--- config.mk ---
export PLATFORM = sky130hd
export DESIGN_NAME = mem_stage
export DESIGN_NICKNAME = d
export VERILOG_FILES = /design/src/rtl/mem_stage_pkg.sv /design/src/rtl/mem_wb_reg.sv /design/src/rtl/mem_stage.sv
export SDC_FILE = /design/constraint.sdc
export NUM_CORES = 1
export LEC_CHECK = 0
export CAP_MARGIN = 15
export CORE_MARGIN = 1.5
export CORE_UTILIZATION = 39
export DETAILED_ROUTE_END_ITERATION = 6
export PLACE_DENSITY = 0.8
export SLEW_MARGIN = 20
export SYNTH_ARGS = -nofsm -noshare
export SYNTH_HDL_FRONTEND = slang
export SYNTH_HIERARCHICAL = 1
export SYNTH_SLANG_ARGS = --single-unit
--- constraint.sdc ---
create_clock -name clk -period 2.3 [get_ports clk]
set_input_delay 0.23 -clock clk [delete_from_list [all_inputs] [get_ports clk]]
set_output_delay 0.23 -clock clk [all_outputs]
set_load 0.005 [all_outputs]
--- src/rtl/mem_stage_pkg.sv ---
// rtl/mem_stage_pkg.sv - shared widths and FSM encoding for the MEM stage
package mem_stage_pkg;

    localparam int DW_DEF      = 20;
    localparam int AW_DEF      = 20;
    localparam int RW_DEF      = 20;
    localparam int TIMEOUT_DEF = 15;

    typedef enum logic {
        ST_IDLE = 1'b0,
        ST_REQ  = 1'b1
    } state_t;

endpackage

--- src/rtl/mem_wb_reg.sv ---
// rtl/mem_wb_reg.sv - MEM/WB pipeline register, loads a zeroed bubble while bubble=1
module mem_wb_reg
    import mem_stage_pkg::*;
#(
    parameter int DW = DW_DEF,
    parameter int RW = RW_DEF
) (
    input  logic          clk,
    input  logic          rst,
    input  logic          bubble,
    input  logic          regwrite,
    input  logic          memtoreg,
    input  logic [RW-1:0] write_destination,
    input  logic [DW-1:0] alu_output,
    input  logic [DW-1:0] mem_data,
    output logic          wb_regwrite,
    output logic          wb_memtoreg,
    output logic [RW-1:0] wb_write_destination,
    output logic [DW-1:0] wb_alu_output,
    output logic [DW-1:0] wb_mem_data
);

    always_ff @(posedge clk) begin
        if (rst || bubble) begin
            wb_regwrite          <= 1'b0;
            wb_memtoreg          <= 1'b0;
            wb_write_destination <= '0;
            wb_alu_output        <= '0;
            wb_mem_data          <= '0;
        end else begin
            wb_regwrite          <= regwrite;
            wb_memtoreg          <= memtoreg;
            wb_write_destination <= write_destination;
            wb_alu_output        <= alu_output;
            wb_mem_data          <= mem_data;
        end
    end

endmodule

--- src/rtl/mem_stage.sv ---
// rtl/mem_stage.sv - MEM stage: data-memory FSM with timeout, next-PC resolve, MEM/WB drive
module mem_stage
    import mem_stage_pkg::*;
#(
    parameter int DW      = DW_DEF,
    parameter int AW      = AW_DEF,
    parameter int RW      = RW_DEF,
    parameter int TIMEOUT = TIMEOUT_DEF
) (
    input  logic          clk,
    input  logic          rst,
    input  logic [RW-1:0] write_destination,
    input  logic          zero_flaf,
    input  logic [DW-1:0] alu_output,
    input  logic [DW-1:0] result_shift_jump,
    input  logic [DW-1:0] result_adder_branch,
    input  logic [DW-1:0] read_data2,
    input  logic [DW-1:0] output_adder_increment_pc,
    input  logic          memwrite,
    input  logic          memread,
    input  logic          branch,
    input  logic          j,
    input  logic          jmem,
    input  logic          stw,
    input  logic          regwrite,
    output logic          dmem_req,
    output logic          dmem_we,
    output logic [AW-1:0] dmem_addr,
    output logic [DW-1:0] dmem_wdata,
    input  logic [DW-1:0] dmem_rdata,
    input  logic          dmem_ack,
    output logic          stall,
    output logic          pc_load,
    output logic [DW-1:0] pc_target,
    output logic          wb_regwrite,
    output logic          wb_memtoreg,
    output logic [RW-1:0] wb_write_destination,
    output logic [DW-1:0] wb_alu_output,
    output logic [DW-1:0] wb_mem_data,
    output logic          mem_err
);

    localparam int            CW   = $clog2(TIMEOUT + 1);
    localparam logic [CW-1:0] LAST = CW'(TIMEOUT - 1);

    state_t        state;
    logic [CW-1:0] cnt;
    logic          mem_op, illegal, in_req, ack_done, timed_out, retire, op_ok;

    assign mem_op    = memread | memwrite | jmem;
    assign illegal   = memwrite & (memread | jmem);
    assign in_req    = (state == ST_REQ);
    assign ack_done  = in_req & dmem_ack;
    // An ack on the final allowed cycle takes precedence over the abort.
    assign timed_out = in_req & ~dmem_ack & (cnt == LAST);
    assign retire    = ~rst & ((~in_req & ~mem_op) | ack_done | timed_out);
    assign stall     = ~rst & ~retire;
    assign op_ok     = retire & ~timed_out;

    always_comb begin
        pc_load   = 1'b0;
        pc_target = '0;
        if (op_ok) begin
            if (jmem) begin
                pc_load   = 1'b1;
                pc_target = dmem_rdata;
            end else if (j) begin
                pc_load   = 1'b1;
                pc_target = result_shift_jump;
            end else if (branch && zero_flaf) begin
                pc_load   = 1'b1;
                pc_target = result_adder_branch;
            end
        end
    end

    always_ff @(posedge clk) begin
        if (rst) begin
            state      <= ST_IDLE;
            cnt        <= '0;
            dmem_req   <= 1'b0;
            dmem_we    <= 1'b0;
            dmem_addr  <= '0;
            dmem_wdata <= '0;
            mem_err    <= 1'b0;
        end else begin
            case (state)
                ST_IDLE: begin
                    if (mem_op) begin
                        state      <= ST_REQ;
                        cnt        <= '0;
                        dmem_req   <= 1'b1;
                        dmem_we    <= memwrite & ~illegal;
                        dmem_addr  <= alu_output[AW-1:0];
                        dmem_wdata <= stw ? output_adder_increment_pc : read_data2;
                        if (illegal)
                            mem_err <= 1'b1;
                    end
                end
                ST_REQ: begin
                    if (ack_done || timed_out) begin
                        state      <= ST_IDLE;
                        cnt        <= '0;
                        dmem_req   <= 1'b0;
                        dmem_we    <= 1'b0;
                        dmem_addr  <= '0;
                        dmem_wdata <= '0;
                        if (timed_out)
                            mem_err <= 1'b1;
                    end else begin
                        cnt <= cnt + CW'(1);
                    end
                end
                default: state <= ST_IDLE;
            endcase
        end
    end

    mem_wb_reg #(.DW(DW), .RW(RW)) u_mem_wb (
        .clk                  (clk),
        .rst                  (rst),
        .bubble               (stall),
        .regwrite             (regwrite & ~timed_out),
        .memtoreg             (memread & ~jmem),
        .write_destination    (write_destination),
        .alu_output           (alu_output),
        .mem_data             (ack_done ? dmem_rdata : '0),
        .wb_regwrite          (wb_regwrite),
        .wb_memtoreg          (wb_memtoreg),
        .wb_write_destination (wb_write_destination),
        .wb_alu_output        (wb_alu_output),
        .wb_mem_data          (wb_mem_data)
    );

endmodule

Word-level counts from Yosys, hierarchy flattened
Cells that the tools add are included.
{"block": "op_classes", "add_sub_neg": 1, "n_mul": 0, "div_mod_pow": 0, "n_lt_le_gt_ge": 0, "n_eq_ne": 5, "shifts": 0, "muxes": 30, "n_bitwise": 25, "n_reduce_logical": 6}
{"cell": "two-way mux 20 bit", "count": 8}
{"cell": "one-hot mux 20 bit (2 select lines)", "count": 2}
{"cell": "two-way mux 1 bit", "count": 13}
{"cell": "AND 1 bit", "count": 11}
{"cell": "NOT 1 bit", "count": 9}
{"cell": "two-way mux 4 bit", "count": 2}
{"cell": "one-hot mux 1 bit (2 select lines)", "count": 4}
{"cell": "one-hot mux 4 bit (2 select lines)", "count": 1}
{"cell": "bitwise OR 1 bit", "count": 5}
{"cell": "adder 4 x 1 -> 4 bit (second input constant)", "count": 1}
{"cell": "equality test 4 bit (second input constant)", "count": 1}
{"cell": "inequality test 2 x 1 -> 1 bit (second input constant)", "count": 2}
{"cell": "inequality test 2 bit (second input constant)", "count": 2}
{"cell": "AND reduction 4 bit", "count": 1}
{"cell": "logical OR 1 bit", "count": 2}
{"cell": "AND reduction 2 bit", "count": 1}
{"cell": "OR reduction 2 bit", "count": 1}
{"cell": "logical AND 1 bit", "count": 1}
{"block": "totals", "reg_bits": 110, "latch_bits": 0, "ramBits": 0, "mem_bits_ro": 0, "inputBits": 151, "elab_cells": 79, "memories": 0}

Depth between registers and ports, before layout
{"block": "depth", "ltp_word": 11, "ltp_mapped": 8, "ltp_nobuf": 6}

Hierarchy
Netlist, hierarchy kept.
{"module": "mem_stage", "n_inst": 1, "cells_each": 369, "area_per_inst_um2": 2986.6, "seq_area_each_um2": 960.9}
{"module": "mem_wb_reg", "n_inst": 1, "cells_each": 138, "area_per_inst_um2": 2164.6, "seq_area_each_um2": 1241.2}

Least setup slack after synthesis
OpenSTA, ideal clock, no wires.
{"block": "synth_path", "path_type": "reg-to-reg", "from": "register state (netlist: in_req)", "to": "register u_mem_wb.wb_alu_output[0]", "t_arrival_ps": 1675, "setup_slack_ps": 553, "path_stages_with_launch": 8, "path_buffers": 4, "synth_period_minus_slack_ps": 1747, "path_cell_list": "dfxtp_1 > buf_6 > nor4_4 > clkbuf_1 > nor3_1 > buf_6 > buf_6 > nor3b_2"}
{"block": "synth_via", "elab_chain_len": 8}
{"item": "from (decl)", "line": "mem_stage.sv:46", "rtl": "state_t state;"}
{"item": "from (signal assigned)", "line": "mem_stage.sv:79", "rtl": "state <= ST_IDLE;"}
{"item": "from (signal assigned)", "line": "mem_stage.sv:90", "rtl": "state <= ST_REQ;"}
{"item": "from (signal assigned)", "line": "mem_stage.sv:102", "rtl": "state <= ST_IDLE;"}
{"item": "NOT 1 bit"}
{"item": "AND 1 bit", "line": "mem_stage.sv:56", "rtl": "assign retire = ~rst & ((~in_req & ~mem_op) | ack_done | timed_out);"}
{"item": "bitwise OR 1 bit", "line": "mem_stage.sv:56"}
{"item": "bitwise OR 1 bit (*)", "line": "mem_stage.sv:56"}
{"item": "AND 1 bit (*)", "line": "mem_stage.sv:56"}
{"item": "NOT 1 bit (*)", "line": "mem_stage.sv:57", "rtl": "assign stall = ~rst & ~retire;"}
{"item": "AND 1 bit (*)", "line": "mem_stage.sv:57"}
{"item": "net stall", "line": "mem_stage.sv:32", "rtl": "output logic stall,"}
{"item": "logical OR 1 bit (*)", "line": "mem_wb_reg.sv:24", "rtl": "if (rst || bubble) begin"}
{"item": "to (signal assigned)", "line": "mem_wb_reg.sv:34", "rtl": "wb_alu_output <= alu_output;"}
{"item": "to (decl)", "line": "mem_wb_reg.sv:19", "rtl": "output logic [DW-1:0] wb_alu_output,"}
Mark *: on every way through the listed nets, which the timed path passes. The rest lies on a longest branch.
A chain may end at the register's enable or synchronous reset.

Worst setup path in the final report
{"block": "layout_path", "from": "input port j", "to": "output port pc_target[2]"}
{"block": "layout_via", "elab_chain_len": 3}
{"item": "from (decl)", "line": "mem_stage.sv:22", "rtl": "input logic j,"}
{"item": "two-way mux 20 bit", "line": "mem_stage.sv:67", "rtl": "end else if (j) begin"}
{"item": "two-way mux 20 bit", "line": "mem_stage.sv:64", "rtl": "if (jmem) begin"}
{"item": "two-way mux 20 bit", "line": "mem_stage.sv:63", "rtl": "if (op_ok) begin"}
{"item": "to (decl)", "line": "mem_stage.sv:34", "rtl": "output logic [DW-1:0] pc_target,"}
No other way between the ends.

==> qor.json <==
{
  "run_status": {
    "status": "completed"
  },
  "global_route": {
    "grt_first_pass_wirelength_microns": 25100,
    "grt_antenna_before_repair": 0,
    "grt_remaining_overflow": 0,
    "globalRouteTotalUtil_pct": 22.2,
    "use_met1_pct": 25.1,
    "globalRoute.busiestLayer": "met2",
    "grt_pass1_vias": 4885,
    "globalRouteMet2Util_pct": 38.9,
    "maximum_number_of_pins_on_one_net_before_global_route_repair": 96,
    "gr-usage-met3_pct": 7.07
  },
  "yosys": {
    "synth.yosys.seq_area_share_pct": 42.7,
    "synth_edf_count": 0,
    "synth_flop_cell": "sky130_fd_sc_hd__dfxtp_1",
    "synth_cell_types": 37,
    "yosys_register_bits": 110,
    "ys_async_sr_fraction_pct": 0,
    "synth_area_per_cell_sq_um": 10.2,
    "yosys_warnings": 6,
    "post-synth-top-area-fraction_pct": 42.7,
    "synthesis.instances": 507,
    "syn_area_sq_um": 5150,
    "yosysTopAreaCell": "sky130_fd_sc_hd__dfxtp_1",
    "synthTopCellsByArea": "sky130_fd_sc_hd__dfxtp_1 43%, sky130_fd_sc_hd__nor3b_2 15%, sky130_fd_sc_hd__mux2_2 4.4%",
    "post_synthesis_net_count": 660
  },
  "setup_path": {
    "crit_type": "primary input to output port",
    "cp-startpoint": "j",
    "number_of_cell_instances_on_the_worst_register_to_register_path": 8,
    "crit_fanout": 16,
    "worstPathRequired_ns": 2.07,
    "critPathCaptureType": "output port",
    "worst_setup_path_start_kind": "primary input",
    "worst_ep_arrival_time_ns": 2.06,
    "reg2reg_from": "cnt[0]$_SDFFE_PP0P_"
  },
  "finish": {
    "flow.area_growth_from_synthesis_pct": 62.3,
    "finalCoreUtilization_pct": 65.4,
    "fin_nets": 918,
    "final_layout_size_suffix_gt1_share_pct": 18.7,
    "layout_commonest_cell": "sky130_fd_sc_hd__clkdlybuf4s50_1",
    "n_antenna_cell": 0,
    "final_cell_mix": "254 x sky130_fd_sc_hd__clkdlybuf4s50_1, 110 x sky130_fd_sc_hd__dfxtp_1, 60 x sky130_fd_sc_hd__nor3b_2"
  },
  "clocking": {
    "clk_pin_slew_ns": 0.07,
    "clockRootBuffer": "sky130_fd_sc_hd__clkbuf_16",
    "h-tree-depth": 3,
    "clkLatencyLatePin_ns": 0.35,
    "cts_tree": "done",
    "number_of_hold_buffers_added_after_cts": 0,
    "clock-sinks": 110,
    "num_cts_buffers": 9,
    "postCtsSetupBuffers": 0,
    "clock_path_buffers": 2
  },
  "sta": {
    "final_min_period_over_clock_period_pct": 99.8,
    "worst_pin_slew_ns": 1.02,
    "period_needed_ns": 2.29,
    "rsz_0062_raised_after_global_routing": "yes",
    "report.final.setup_viol": 0,
    "slew_headroom_pct": 32.1,
    "worst_slack_ns": 0.00545,
    "finalHoldViolations": 0,
    "finClkSkew_ns": 0.00622,
    "totalNegativeSetupSlack_ns": 0,
    "fmaxAchievable_mhz": 436,
    "finalMaxSlewViolations": 0
  },
  "placement": {
    "placement.setup.worst_slack_ns": -0.502,
    "placed_wire_length_estimate_after_detailed_placement_microns": 11500,
    "place_congestion": 0.928,
    "io_buffer_count": 277
  },
  "power_and_ir_drop": {
    "p_seq_share_pct": 44.0,
    "proportion_of_total_power_due_to_net_switching_pct": 25.5,
    "switching_power_mw": 1.19,
    "clock_power_share_pct": 34.8,
    "intPower_mw": 3.47,
    "vdd_ir_drop_max_uv": 433,
    "p_leak_nw": 3.14,
    "cellPowerDensity_nw_per_um2": 558,
    "power_frac_comb_pct": 21.2
  },
  "detailed_routing": {
    "detail-route-antenna-nets": 0,
    "post-route-drc-count": 0,
    "via_per_inst": 5.17,
    "totalWireLength_microns": 15800,
    "wire_per_inst_microns": 16.7,
    "first_pass_iters": 6,
    "dr_total_vias": 4870,
    "iteration_0_drc_count_of_the_detailed_router": 297
  },
  "hold_path": {
    "min_delay_path_depth": 2,
    "min-delay-path-class": "primary input to register",
    "holdCritStartpoint": "write_destination[6]"
  },
  "floorplanning": {
    "initial_core_util_pct": 40.3,
    "rows": 41,
    "die-area_sq_um": 13900,
    "chipWidth_microns": 118,
    "core_sq_um": 12800,
    "die-height_microns": 118,
    "io_pins": 278
  },
  "flow_run": {
    "maxCapViolations": 0
  }
}
## Yosys cell counts (2+ instances only)
cell and instances:
sky130_fd_sc_hd__mux2_2 20, sky130_fd_sc_hd__nand2_1 25, sky130_fd_sc_hd__inv_1 22, sky130_fd_sc_hd__nor3_2 12, sky130_fd_sc_hd__buf_6 17, sky130_fd_sc_hd__ha_1 2
sky130_fd_sc_hd__nor3b_2 60, sky130_fd_sc_hd__nor3_1 5, sky130_fd_sc_hd__nand2b_1 22, sky130_fd_sc_hd__a21oi_1 6, sky130_fd_sc_hd__nand3_1 43, sky130_fd_sc_hd__nor2b_1 16
sky130_fd_sc_hd__a31oi_1 22, sky130_fd_sc_hd__and3_1 21, sky130_fd_sc_hd__nor3b_1 2, sky130_fd_sc_hd__or3_1 3, sky130_fd_sc_hd__a221oi_1 13, sky130_fd_sc_hd__a222oi_1 7
sky130_fd_sc_hd__nor2_1 9, sky130_fd_sc_hd__dfxtp_1 110, sky130_fd_sc_hd__clkbuf_1 35, sky130_fd_sc_hd__o32ai_1 20
## sequential cells by signal, indices dropped and copies added (netlist names)
name and flops:
cnt 4, dmem_addr 20, dmem_req 1, dmem_wdata 20
dmem_we 1, in_req 1, mem_err 1, u_mem_wb/wb_alu_output 20
u_mem_wb/wb_mem_data 20, u_mem_wb/wb_memtoreg 1, u_mem_wb/wb_regwrite 1, u_mem_wb/wb_write_destination 20
## critical path, stage by stage
cell and delay (ns):
sky130_fd_sc_hd__clkdlybuf4s50_1 0.54, sky130_fd_sc_hd__buf_4 0.26, sky130_fd_sc_hd__and3b_2 0.34, sky130_fd_sc_hd__a221oi_1 0.34, sky130_fd_sc_hd__nor3_1 0.08, sky130_fd_sc_hd__dlygate4sd2_1 0.28
## path summary, 6_finish.rpt
kind                                             endpoint  slack (ns)
min reg2reg                    dmem_wdata[9]$_SDFFE_PP0P_        0.49
min           u_mem_wb/wb_write_destination[6]$_SDFF_PP0_        0.45
max                                          pc_target[2]       0.005
max reg2reg  u_mem_wb/wb_write_destination[17]$_SDFF_PP0_        0.36
## cells by family after synthesis
kind of cell | count (synthesis) | share of synthesized area, %
and+or+nand+nor | 225 | 33.2
DFF | 110 | 42.7
buffers and inverters | 76 | 8.04
AOI/OAI and AO/OA | 74 | 11.1
muxes | 20 | 4.37
adders and majority gates | 2 | 0.486
## per-stage QoR
stage | hold WS, ns | instance area (sq um) | std cells | power [mW]
floorplan | 0.385 | 5150 | 507 | 2.51
CTS | 0.433 | 8340 | 942 | 4.72
global placement | 0.467 | 8030 | 926 | 3.06
global route | 0.435 | 8360 | 942 | 4.87
detailed placement | 0.480 | 8030 | 926 | 3.08
finish | 0.448 | 8360 | 942 | 4.66
## per-layer routing
| metal | up-vias | share of wire (%) |
|---|---|---|
| met4 | 0 | 2.5 |
| met5 | - | 0 |
| met1 | 2279 | 40 |
| met3 | 32 | 6.9 |
| li1 | 2345 | - |
| met2 | 214 | 51 |
## what timing repair did
action,CTS,global route
gates resized for setup,27,8
gates cloned,0,0
pin swaps,1,0
setup endpoints to repair,22,7
## cell type report
| type | count | area [sq um] |
|---|---|---|
| Multi-Input combinational cell | 321 | 2580 |
| Fill cell | 1010 | 4410 |
| Timing Repair Buffer | 300 | 2960 |
| Clock inverter | 7 | 86.3 |
| Clock buffer | 9 | 225 |
| Sequential cell | 110 | 2200 |
| Inverter | 23 | 86.3 |
| Tap cell | 172 | 215 |
## power groups by stage
| stage | Clock, mW | Sequential, mW | Combinational, mW |
|---|---|---|---|
| 2_1_floorplan | 0 | 2.10 | 0.406 |
| 3_3_place_gp | 0 | 2.09 | 0.968 |
| 3_5_place_dp | 0 | 2.10 | 0.983 |
| 4_1_cts | 1.68 | 2.05 | 0.985 |
| 5_1_grt | 1.75 | 2.06 | 1.05 |
| 6_report | 1.62 | 2.05 | 0.986 |
(Power assumes the default switching activity.)
